## src/rtl/branch_resolve_unit.sv

```systemverilog
// branch_resolve_unit: decode-stage resolver for RV32I conditional branches.
// Selects forwarded operands, evaluates the branch condition, compares with
// the fetch-time prediction, keeps a 2-bit-counter BHT for fetch, issues a
// registered one-cycle redirect on mispredict and keeps saturating stats.
//
// Ports:
//   i_clk, i_rst_n           clock, synchronous active-low reset
//   i_if_pc                  fetch PC for BHT lookup
//   o_if_pred_taken          combinational prediction (BHT counter MSB)
//   i_id_*                   decode-stage branch: valid, stall, is_branch,
//                            funct3, pc, imm, pred_taken
//   i_rdata1/2, i_fwd_a/b    register operands and forwarding selects
//   i_mem_alu, i_wb_*        forwarding sources, i_wb_sel picks WB data
//   o_redirect_valid/pc      registered mispredict redirect
//   o_resolved_taken         outcome of the last resolved branch
//   o_illegal_cond           pulse for reserved funct3 010/011
//   o_branch_cnt/mispred_cnt saturating statistics
module branch_resolve_unit #(
  parameter int unsigned XLEN        = 32,
  parameter int unsigned BHT_ENTRIES = 64,
  parameter int unsigned IDX_LSB     = 2,
  parameter int unsigned CNT_W       = 32
) (
  input  logic             i_clk,
  input  logic             i_rst_n,
  input  logic [XLEN-1:0]  i_if_pc,
  output logic             o_if_pred_taken,
  input  logic             i_id_valid,
  input  logic             i_id_stall,
  input  logic             i_id_is_branch,
  input  logic [2:0]       i_id_funct3,
  input  logic [XLEN-1:0]  i_id_pc,
  input  logic [XLEN-1:0]  i_id_imm,
  input  logic             i_id_pred_taken,
  input  logic [XLEN-1:0]  i_rdata1,
  input  logic [XLEN-1:0]  i_rdata2,
  input  logic [1:0]       i_fwd_a,
  input  logic [1:0]       i_fwd_b,
  input  logic [XLEN-1:0]  i_mem_alu,
  input  logic [XLEN-1:0]  i_wb_dmem,
  input  logic [XLEN-1:0]  i_wb_alu,
  input  logic [XLEN-1:0]  i_wb_pc,
  input  logic [1:0]       i_wb_sel,
  output logic             o_redirect_valid,
  output logic [XLEN-1:0]  o_redirect_pc,
  output logic             o_resolved_taken,
  output logic             o_illegal_cond,
  output logic [CNT_W-1:0] o_branch_cnt,
  output logic [CNT_W-1:0] o_mispred_cnt
);

  localparam int unsigned IdxW = $clog2(BHT_ENTRIES);

  logic [1:0]      r_bht [BHT_ENTRIES];
  logic            r_redirect_valid;
  logic [XLEN-1:0] r_redirect_pc;
  logic            r_resolved_taken;
  logic            r_illegal_cond;
  logic [CNT_W-1:0] r_branch_cnt;
  logic [CNT_W-1:0] r_mispred_cnt;

  logic [XLEN-1:0] w_wb_data;
  logic [XLEN-1:0] w_op_a;
  logic [XLEN-1:0] w_op_b;
  logic            w_taken;
  logic            w_illegal;
  logic            w_resolve;
  logic            w_mispred;
  logic [XLEN-1:0] w_target;
  logic [IdxW-1:0] w_if_idx;
  logic [IdxW-1:0] w_id_idx;
  logic [1:0]      w_bht_cur;
  logic [1:0]      w_bht_next;
  logic            w_unused_pc;

  // Only the index bits of the PCs feed the BHT; the rest is deliberately dropped.
  assign w_unused_pc = ^{i_if_pc, i_id_pc};

  assign w_if_idx        = i_if_pc[IDX_LSB +: IdxW];
  assign w_id_idx        = i_id_pc[IDX_LSB +: IdxW];
  assign o_if_pred_taken = r_bht[w_if_idx][1];

  always_comb begin
    unique case (i_wb_sel)
      2'b00:   w_wb_data = i_wb_dmem;
      2'b01:   w_wb_data = i_wb_alu;
      default: w_wb_data = i_wb_pc + XLEN'(4);
    endcase
  end

  // MEM has priority over WB: it holds the younger producer.
  assign w_op_a = i_fwd_a[1] ? i_mem_alu : (i_fwd_a[0] ? w_wb_data : i_rdata1);
  assign w_op_b = i_fwd_b[1] ? i_mem_alu : (i_fwd_b[0] ? w_wb_data : i_rdata2);

  always_comb begin
    w_taken   = 1'b0;
    w_illegal = 1'b0;
    unique case (i_id_funct3)
      3'b000:  w_taken = (w_op_a == w_op_b);
      3'b001:  w_taken = (w_op_a != w_op_b);
      3'b100:  w_taken = ($signed(w_op_a) <  $signed(w_op_b));
      3'b101:  w_taken = ($signed(w_op_a) >= $signed(w_op_b));
      3'b110:  w_taken = (w_op_a <  w_op_b);
      3'b111:  w_taken = (w_op_a >= w_op_b);
      default: w_illegal = 1'b1;
    endcase
  end

  // The slot after a redirect is wrong-path, so a pending redirect blocks resolution.
  assign w_resolve = i_id_valid & i_id_is_branch & ~i_id_stall & ~r_redirect_valid;
  assign w_mispred = (w_taken != i_id_pred_taken);
  assign w_target  = w_taken ? (i_id_pc + i_id_imm) : (i_id_pc + XLEN'(4));

  assign w_bht_cur = r_bht[w_id_idx];
  always_comb begin
    w_bht_next = w_bht_cur;
    if (w_taken) begin
      if (w_bht_cur != 2'b11) w_bht_next = w_bht_cur + 2'b01;
    end else begin
      if (w_bht_cur != 2'b00) w_bht_next = w_bht_cur - 2'b01;
    end
  end

  always_ff @(posedge i_clk) begin
    if (!i_rst_n) begin
      for (int unsigned i = 0; i < BHT_ENTRIES; i++) r_bht[i] <= 2'b01;
      r_redirect_valid <= 1'b0;
      r_redirect_pc    <= '0;
      r_resolved_taken <= 1'b0;
      r_illegal_cond   <= 1'b0;
      r_branch_cnt     <= '0;
      r_mispred_cnt    <= '0;
    end else begin
      r_redirect_valid <= 1'b0;
      r_illegal_cond   <= 1'b0;
      if (w_resolve) begin
        r_bht[w_id_idx]  <= w_bht_next;
        r_resolved_taken <= w_taken;
        r_illegal_cond   <= w_illegal;
        if (r_branch_cnt != '1) r_branch_cnt <= r_branch_cnt + CNT_W'(1);
        if (w_mispred) begin
          r_redirect_valid <= 1'b1;
          r_redirect_pc    <= w_target;
          if (r_mispred_cnt != '1) r_mispred_cnt <= r_mispred_cnt + CNT_W'(1);
        end
      end
    end
  end

  assign o_redirect_valid = r_redirect_valid;
  assign o_redirect_pc    = r_redirect_pc;
  assign o_resolved_taken = r_resolved_taken;
  assign o_illegal_cond   = r_illegal_cond;
  assign o_branch_cnt     = r_branch_cnt;
  assign o_mispred_cnt    = r_mispred_cnt;

endmodule

```

## config.mk

```make
export PLATFORM = sky130hd
export DESIGN_NAME = branch_resolve_unit
export DESIGN_NICKNAME = d
export VERILOG_FILES = /design/src/rtl/branch_resolve_unit.sv
export SDC_FILE = /design/constraint.sdc
export NUM_CORES = 1
export LEC_CHECK = 0
export CORE_UTILIZATION = 50
export CTS_CLUSTER_SIZE = 20
export DETAILED_ROUTE_END_ITERATION = 8
export DONT_BUFFER_PORTS = 1
export GPL_TIMING_DRIVEN = 0
export PLACE_DENSITY = 0.7
export RECOVER_POWER = 50
export REMOVE_ABC_BUFFERS = 1
export SETUP_SLACK_MARGIN = 0.05
export SLEW_MARGIN = 10
export SYNTH_ARGS = -nofsm -noshare
export SYNTH_HDL_FRONTEND = slang
export SYNTH_SLANG_ARGS = --single-unit
```

## constraint.sdc

```tcl
create_clock -name i_clk -period 5.3 [get_ports i_clk]
set_input_delay 0.53 -clock i_clk [delete_from_list [all_inputs] [get_ports i_clk]]
set_output_delay 0.53 -clock i_clk [all_outputs]
set_load 0.05 [all_outputs]
```

==> run_summary.xml <==
<?xml version="1.0" encoding="UTF-8"?>
<metrics>
  <group name="status">
    <metric name="run_status" unit="">finished, final reports clean</metric>
  </group>
  <group name="floorplanning">
    <metric name="io-pin-count" unit="">403</metric>
    <metric name="std_cell_rows" unit="">66</metric>
    <metric name="fp.coreArea" unit="mm2">0.0325</metric>
    <metric name="fp.dieH" unit="um">183</metric>
    <metric name="dieArea" unit="mm2">0.0336</metric>
    <metric name="initial_utilization" unit="%">50.7</metric>
    <metric name="die-width" unit="um">183</metric>
  </group>
  <group name="clock_tree">
    <metric name="numCtsBuffers" unit="">24</metric>
    <metric name="htree_num_levels" unit="">1</metric>
    <metric name="cts.sink_count" unit="">227</metric>
    <metric name="clk_latency" unit="ps">550</metric>
    <metric name="cts_tree" unit="">built</metric>
    <metric name="cts_root_buffer" unit="">sky130_fd_sc_hd__clkbuf_16</metric>
    <metric name="cts.path.max_buffers" unit="">3</metric>
    <metric name="clock_pin_slew_on_the_worst_setup_and_hold_paths" unit="ps">60</metric>
    <metric name="holdBufCountCts" unit="">0</metric>
  </group>
  <group name="global_route">
    <metric name="grtUsageTotal" unit="%">29.9</metric>
    <metric name="grt_pass1_vias" unit="">14000</metric>
    <metric name="grt-ovfl-total" unit="">0</metric>
    <metric name="grt_start_max_net_pins" unit="">80</metric>
    <metric name="grt_antenna_before_repair" unit="">8</metric>
    <metric name="wire_length_of_the_first_global_routing_pass" unit="mm">78.8</metric>
  </group>
  <group name="sta">
    <metric name="timing_worst_slew_pin_value" unit="ps">1250</metric>
    <metric name="period_share" unit="%">93.3</metric>
    <metric name="skew_final" unit="ps">27.1</metric>
    <metric name="report.final.slew_viol_count" unit="">0</metric>
    <metric name="finalWorstPathRequiredPeriod" unit="ps">4950</metric>
    <metric name="slew_headroom" unit="%">15.8</metric>
    <metric name="setup_violations" unit="">0</metric>
    <metric name="fin_hold_ws" unit="ps">87.0</metric>
    <metric name="clock.fmax" unit="MHz">202</metric>
    <metric name="finalHoldViolCount" unit="">0</metric>
    <metric name="unrepaired_setup_endpoints_after_global_routing" unit="">no</metric>
    <metric name="setup-tns-final" unit="ps">0</metric>
  </group>
  <group name="route">
    <metric name="route.detailed.drc" unit="">0</metric>
    <metric name="detail_route.wirelength" unit="mm">54.1</metric>
    <metric name="vias" unit="">15200</metric>
    <metric name="detail_route.wl_per_cell" unit="um">23.6</metric>
    <metric name="antenna_left" unit="">0</metric>
    <metric name="drtIter0Drc" unit="">1357</metric>
    <metric name="first_pass_iters" unit="">6</metric>
    <metric name="vias_per_cell" unit="">6.65</metric>
  </group>
  <group name="layout">
    <metric name="fillerInstances" unit="">2975</metric>
    <metric name="final_cell_area" unit="mm2">0.0177</metric>
    <metric name="finalCoreUtilization" unit="%">54.6</metric>
    <metric name="areaGrowthSynthToFinish" unit="%">7.65</metric>
    <metric name="share_of_cells_above_drive_strength_1" unit="%">7.50</metric>
    <metric name="layout.area.seq" unit="mm2">0.00583</metric>
    <metric name="multiInputGateArea" unit="mm2">0.0101</metric>
    <metric name="final_net_count" unit="">2195</metric>
  </group>
  <group name="setup_path">
    <metric name="cp-end-kind" unit="">flop</metric>
    <metric name="reg2regPathDepth" unit="">10</metric>
    <metric name="ws_path_type" unit="">in2reg</metric>
    <metric name="cp-start-kind" unit="">input pin</metric>
    <metric name="critical_path_rt" unit="ps">5700</metric>
    <metric name="timing.critical_path.fanout_max" unit="">7</metric>
    <metric name="worst-endpoint-arrival" unit="ps">5340</metric>
  </group>
  <group name="logic_synthesis">
    <metric name="postSynthRegisterBits" unit="">227</metric>
    <metric name="synth_simple_gate_area_share" unit="%">21.7</metric>
    <metric name="synth.area.top_cells" unit="">sky130_fd_sc_hd__edfxtp_1, sky130_fd_sc_hd__dfxtp_1, sky130_fd_sc_hd__mux2i_1</metric>
    <metric name="post_synth_num_cell_types" unit="">70</metric>
    <metric name="ys_warn_count" unit="">0</metric>
    <metric name="synth_top_cell_area_share" unit="%">23.4</metric>
    <metric name="synth_top_flop_cell" unit="">sky130_fd_sc_hd__edfxtp_1</metric>
    <metric name="synth-edff-count" unit="">128</metric>
    <metric name="yosys.area_share.adder" unit="%">5.44</metric>
    <metric name="synth_sequential_area_ratio" unit="%">35.4</metric>
    <metric name="compound_gate_portion_of_the_synthesized_area" unit="%">18.7</metric>
    <metric name="synth_largest_area_cell" unit="">sky130_fd_sc_hd__edfxtp_1</metric>
    <metric name="multiplexer_share_of_the_synthesized_area" unit="%">8.37</metric>
    <metric name="synth_cells" unit="">1915</metric>
    <metric name="postSynth.asyncResetShare" unit="%">0</metric>
    <metric name="synthesis.area" unit="mm2">0.0164</metric>
    <metric name="synth_top_family_by_area" unit="">simple AND/OR/NAND/NOR gates</metric>
    <metric name="synth_xor_area_share" unit="%">5.80</metric>
    <metric name="syn_area_per_cell" unit="um2">8.59</metric>
  </group>
  <group name="power">
    <metric name="power.leakage" unit="nW">5.89</metric>
    <metric name="power_per_cell_area" unit="mW/mm2">258</metric>
    <metric name="largest_vdd_supply_drop" unit="mV">0.232</metric>
  </group>
  <group name="placement">
    <metric name="place.gp.congestion" unit="">0.940</metric>
    <metric name="port_buffers" unit="">0</metric>
    <metric name="post_dp_cell_area" unit="mm2">0.0165</metric>
    <metric name="hpwlAfterDp" unit="mm">37.0</metric>
  </group>
  <group name="flow_run">
    <metric name="cap_viol_max_count" unit="">0</metric>
  </group>
  <group name="hold_path">
    <metric name="holdPathStages" unit="">1</metric>
    <metric name="worst_hold_path_type" unit="">in2reg</metric>
  </group>
</metrics>
[report_power, final]
group	switching, mW	total, mW	internal, mW
registers	0.0708	1.96	1.89
clock network	0.726	1.69	0.966
logic	0.556	0.913	0.357
[state kept, by name (all words and copies together), names as in the netlist]
| register | cells |
|---|---|
| r_bht | 128 |
| o_branch_cnt | 32 |
| o_mispred_cnt | 32 |
| o_redirect_pc | 32 |
| o_illegal_cond | 1 |
| o_redirect_valid | 1 |
| o_resolved_taken | 1 |
[logic make-up after synthesis]
logic type      count (synthesis)
simple gates                  713
xor+xnor                      109
flops                         227
mux                           111
fa+ha+maj                      71
buf+inv                       179
compound gates                505
[stage by stage]
stage	instances	setup slack, ps	power (mW)
floorplan	1766	-2140	2.57
global placement	2208	-6300	2.75
detailed placement	2216	-1700	2.79
CTS	2272	71.9	4.51
finish	2288	354	4.56
global route	2287	138	4.71
[placed cells by master, fill, tap and decap left out, types with 6 or more instances in the layout]
cell type | synthesis | routed
sky130_fd_sc_hd__nand2_1 | 202 | 201
sky130_fd_sc_hd__o21ai_0 | 163 | 161
sky130_fd_sc_hd__a21oi_1 | 137 | 133
sky130_fd_sc_hd__edfxtp_1 | 128 | 128
sky130_fd_sc_hd__nor2_1 | 116 | 111
sky130_fd_sc_hd__dfxtp_1 | 99 | 99
sky130_fd_sc_hd__mux2i_1 | 88 | 88
sky130_fd_sc_hd__nor3_1 | 83 | 82
sky130_fd_sc_hd__or3_1 | 82 | 82
sky130_fd_sc_hd__xnor2_1 | 72 | 72
sky130_fd_sc_hd__ha_1 | 68 | 68
sky130_fd_sc_hd__nand3_1 | 67 | 65
sky130_fd_sc_hd__xor2_1 | 37 | 37
sky130_fd_sc_hd__a22oi_1 | 36 | 36
sky130_fd_sc_hd__nand4_1 | 33 | 33
sky130_fd_sc_hd__and3_1 | 33 | 31
sky130_fd_sc_hd__inv_1 | 29 | 29
sky130_fd_sc_hd__clkbuf_16 | 0 | 28
sky130_fd_sc_hd__a31oi_1 | 28 | 27
sky130_fd_sc_hd__a21o_1 | 23 | 22
sky130_fd_sc_hd__o211ai_1 | 22 | 22
sky130_fd_sc_hd__mux4_2 | 21 | 21
sky130_fd_sc_hd__nor2b_1 | 17 | 17
sky130_fd_sc_hd__a221oi_1 | 15 | 15
sky130_fd_sc_hd__a22o_1 | 15 | 15
sky130_fd_sc_hd__a211oi_1 | 14 | 14
sky130_fd_sc_hd__nor4_1 | 12 | 12
sky130_fd_sc_hd__buf_4 | 2 | 12
sky130_fd_sc_hd__nand2b_1 | 10 | 10
sky130_fd_sc_hd__or4_1 | 10 | 10
sky130_fd_sc_hd__o31ai_1 | 10 | 10
sky130_fd_sc_hd__and2_1 | 11 | 9
sky130_fd_sc_hd__and4_1 | 12 | 9
sky130_fd_sc_hd__or2_2 | 8 | 8
sky130_fd_sc_hd__a211o_1 | 7 | 7
sky130_fd_sc_hd__clkinv_2 | 0 | 7
sky130_fd_sc_hd__buf_6 | 7 | 7
sky130_fd_sc_hd__diode_2 | 0 | 6
sky130_fd_sc_hd__nand3b_1 | 6 | 6
[routing by layer]
metal	wire length (um)	vias to the layer above	global-route usage, %
met5	13	-	0
met4	2230	2	13.5
met3	5610	148	7.86
met2	26400	826	51.8
met1	19800	7272	34.5
li1	-	6961	-
[worst max-delay path, stage by stage]
cell and delay [ps]:
sky130_fd_sc_hd__and4_4 230, sky130_fd_sc_hd__and3_4 220, sky130_fd_sc_hd__and4_4 260, sky130_fd_sc_hd__nand3_2 110
sky130_fd_sc_hd__nor2_2 130, sky130_fd_sc_hd__nand3_1 100, sky130_fd_sc_hd__xor2_1 130, sky130_fd_sc_hd__nand2_1 80
sky130_fd_sc_hd__a31oi_1 180, sky130_fd_sc_hd__o21ai_0 100, sky130_fd_sc_hd__ha_1 310, sky130_fd_sc_hd__nand4_1 260
sky130_fd_sc_hd__nor4_4 480, sky130_fd_sc_hd__nand4_1 130, sky130_fd_sc_hd__buf_4 180, sky130_fd_sc_hd__or3_1 330
sky130_fd_sc_hd__a32oi_2 220, sky130_fd_sc_hd__and2b_4 280, sky130_fd_sc_hd__a21oi_2 140, sky130_fd_sc_hd__a21oi_4 240
sky130_fd_sc_hd__clkbuf_16 190, sky130_fd_sc_hd__buf_2 200, sky130_fd_sc_hd__buf_4 160, sky130_fd_sc_hd__a211o_1 90
sky130_fd_sc_hd__a21oi_1 50
[synth_stat cells (all sizes together) (21+ instances only)]
master / n
nand2: 202
o21ai: 165
a21oi: 138
edfxtp: 128
nor2: 116
clkbuf: 102
dfxtp: 99
mux2i: 88
nor3: 83
or3: 82
xnor2: 72
ha: 68
nand3: 67
buf: 47
xor2: 37
a22oi: 36
and3: 33
nand4: 33
inv: 30
a31oi: 28
a21o: 23
o211ai: 22
mux4: 21
[final timing paths]
| check | end | slack [ps] | from |
|---|---|---|---|
| max | o_redirect_pc[9]$_SDFFE_PN0P_ | 350 | i_wb_pc[12] |
| min | o_illegal_cond$_SDFF_PN0_ | 90 | i_id_funct3[2] |
| max reg2reg | o_mispred_cnt[25]$_SDFFE_PN0P_ | 1230 | o_mispred_cnt[6]$_SDFFE_PN0P_ |
| min reg2reg | o_redirect_pc[10]$_SDFFE_PN0P_ | 690 | o_redirect_pc[10]$_SDFFE_PN0P_ |
[layout make-up]
class                           instances  area share (%)
Multi-Input combinational cell       1516            57.1
Sequential cell                       227            32.9
Clock buffer                           35            4.15
Tap cell                              442            3.12
Timing Repair Buffer                   24            1.58
Inverter                               30           0.650
Clock inverter                          8           0.367
Antenna cell                            6          0.0848
[what timing repair did]
| item | CTS | global route |
|---|---|---|
| setup endpoints to repair | 191 | 190 |
| gates resized for setup | 12 | 29 |
| gates cloned | 5 | 4 |
| setup buffers | 8 | 6 |
| pin swaps | 6 | 9 |
Power figures use the tool's default switching activity.
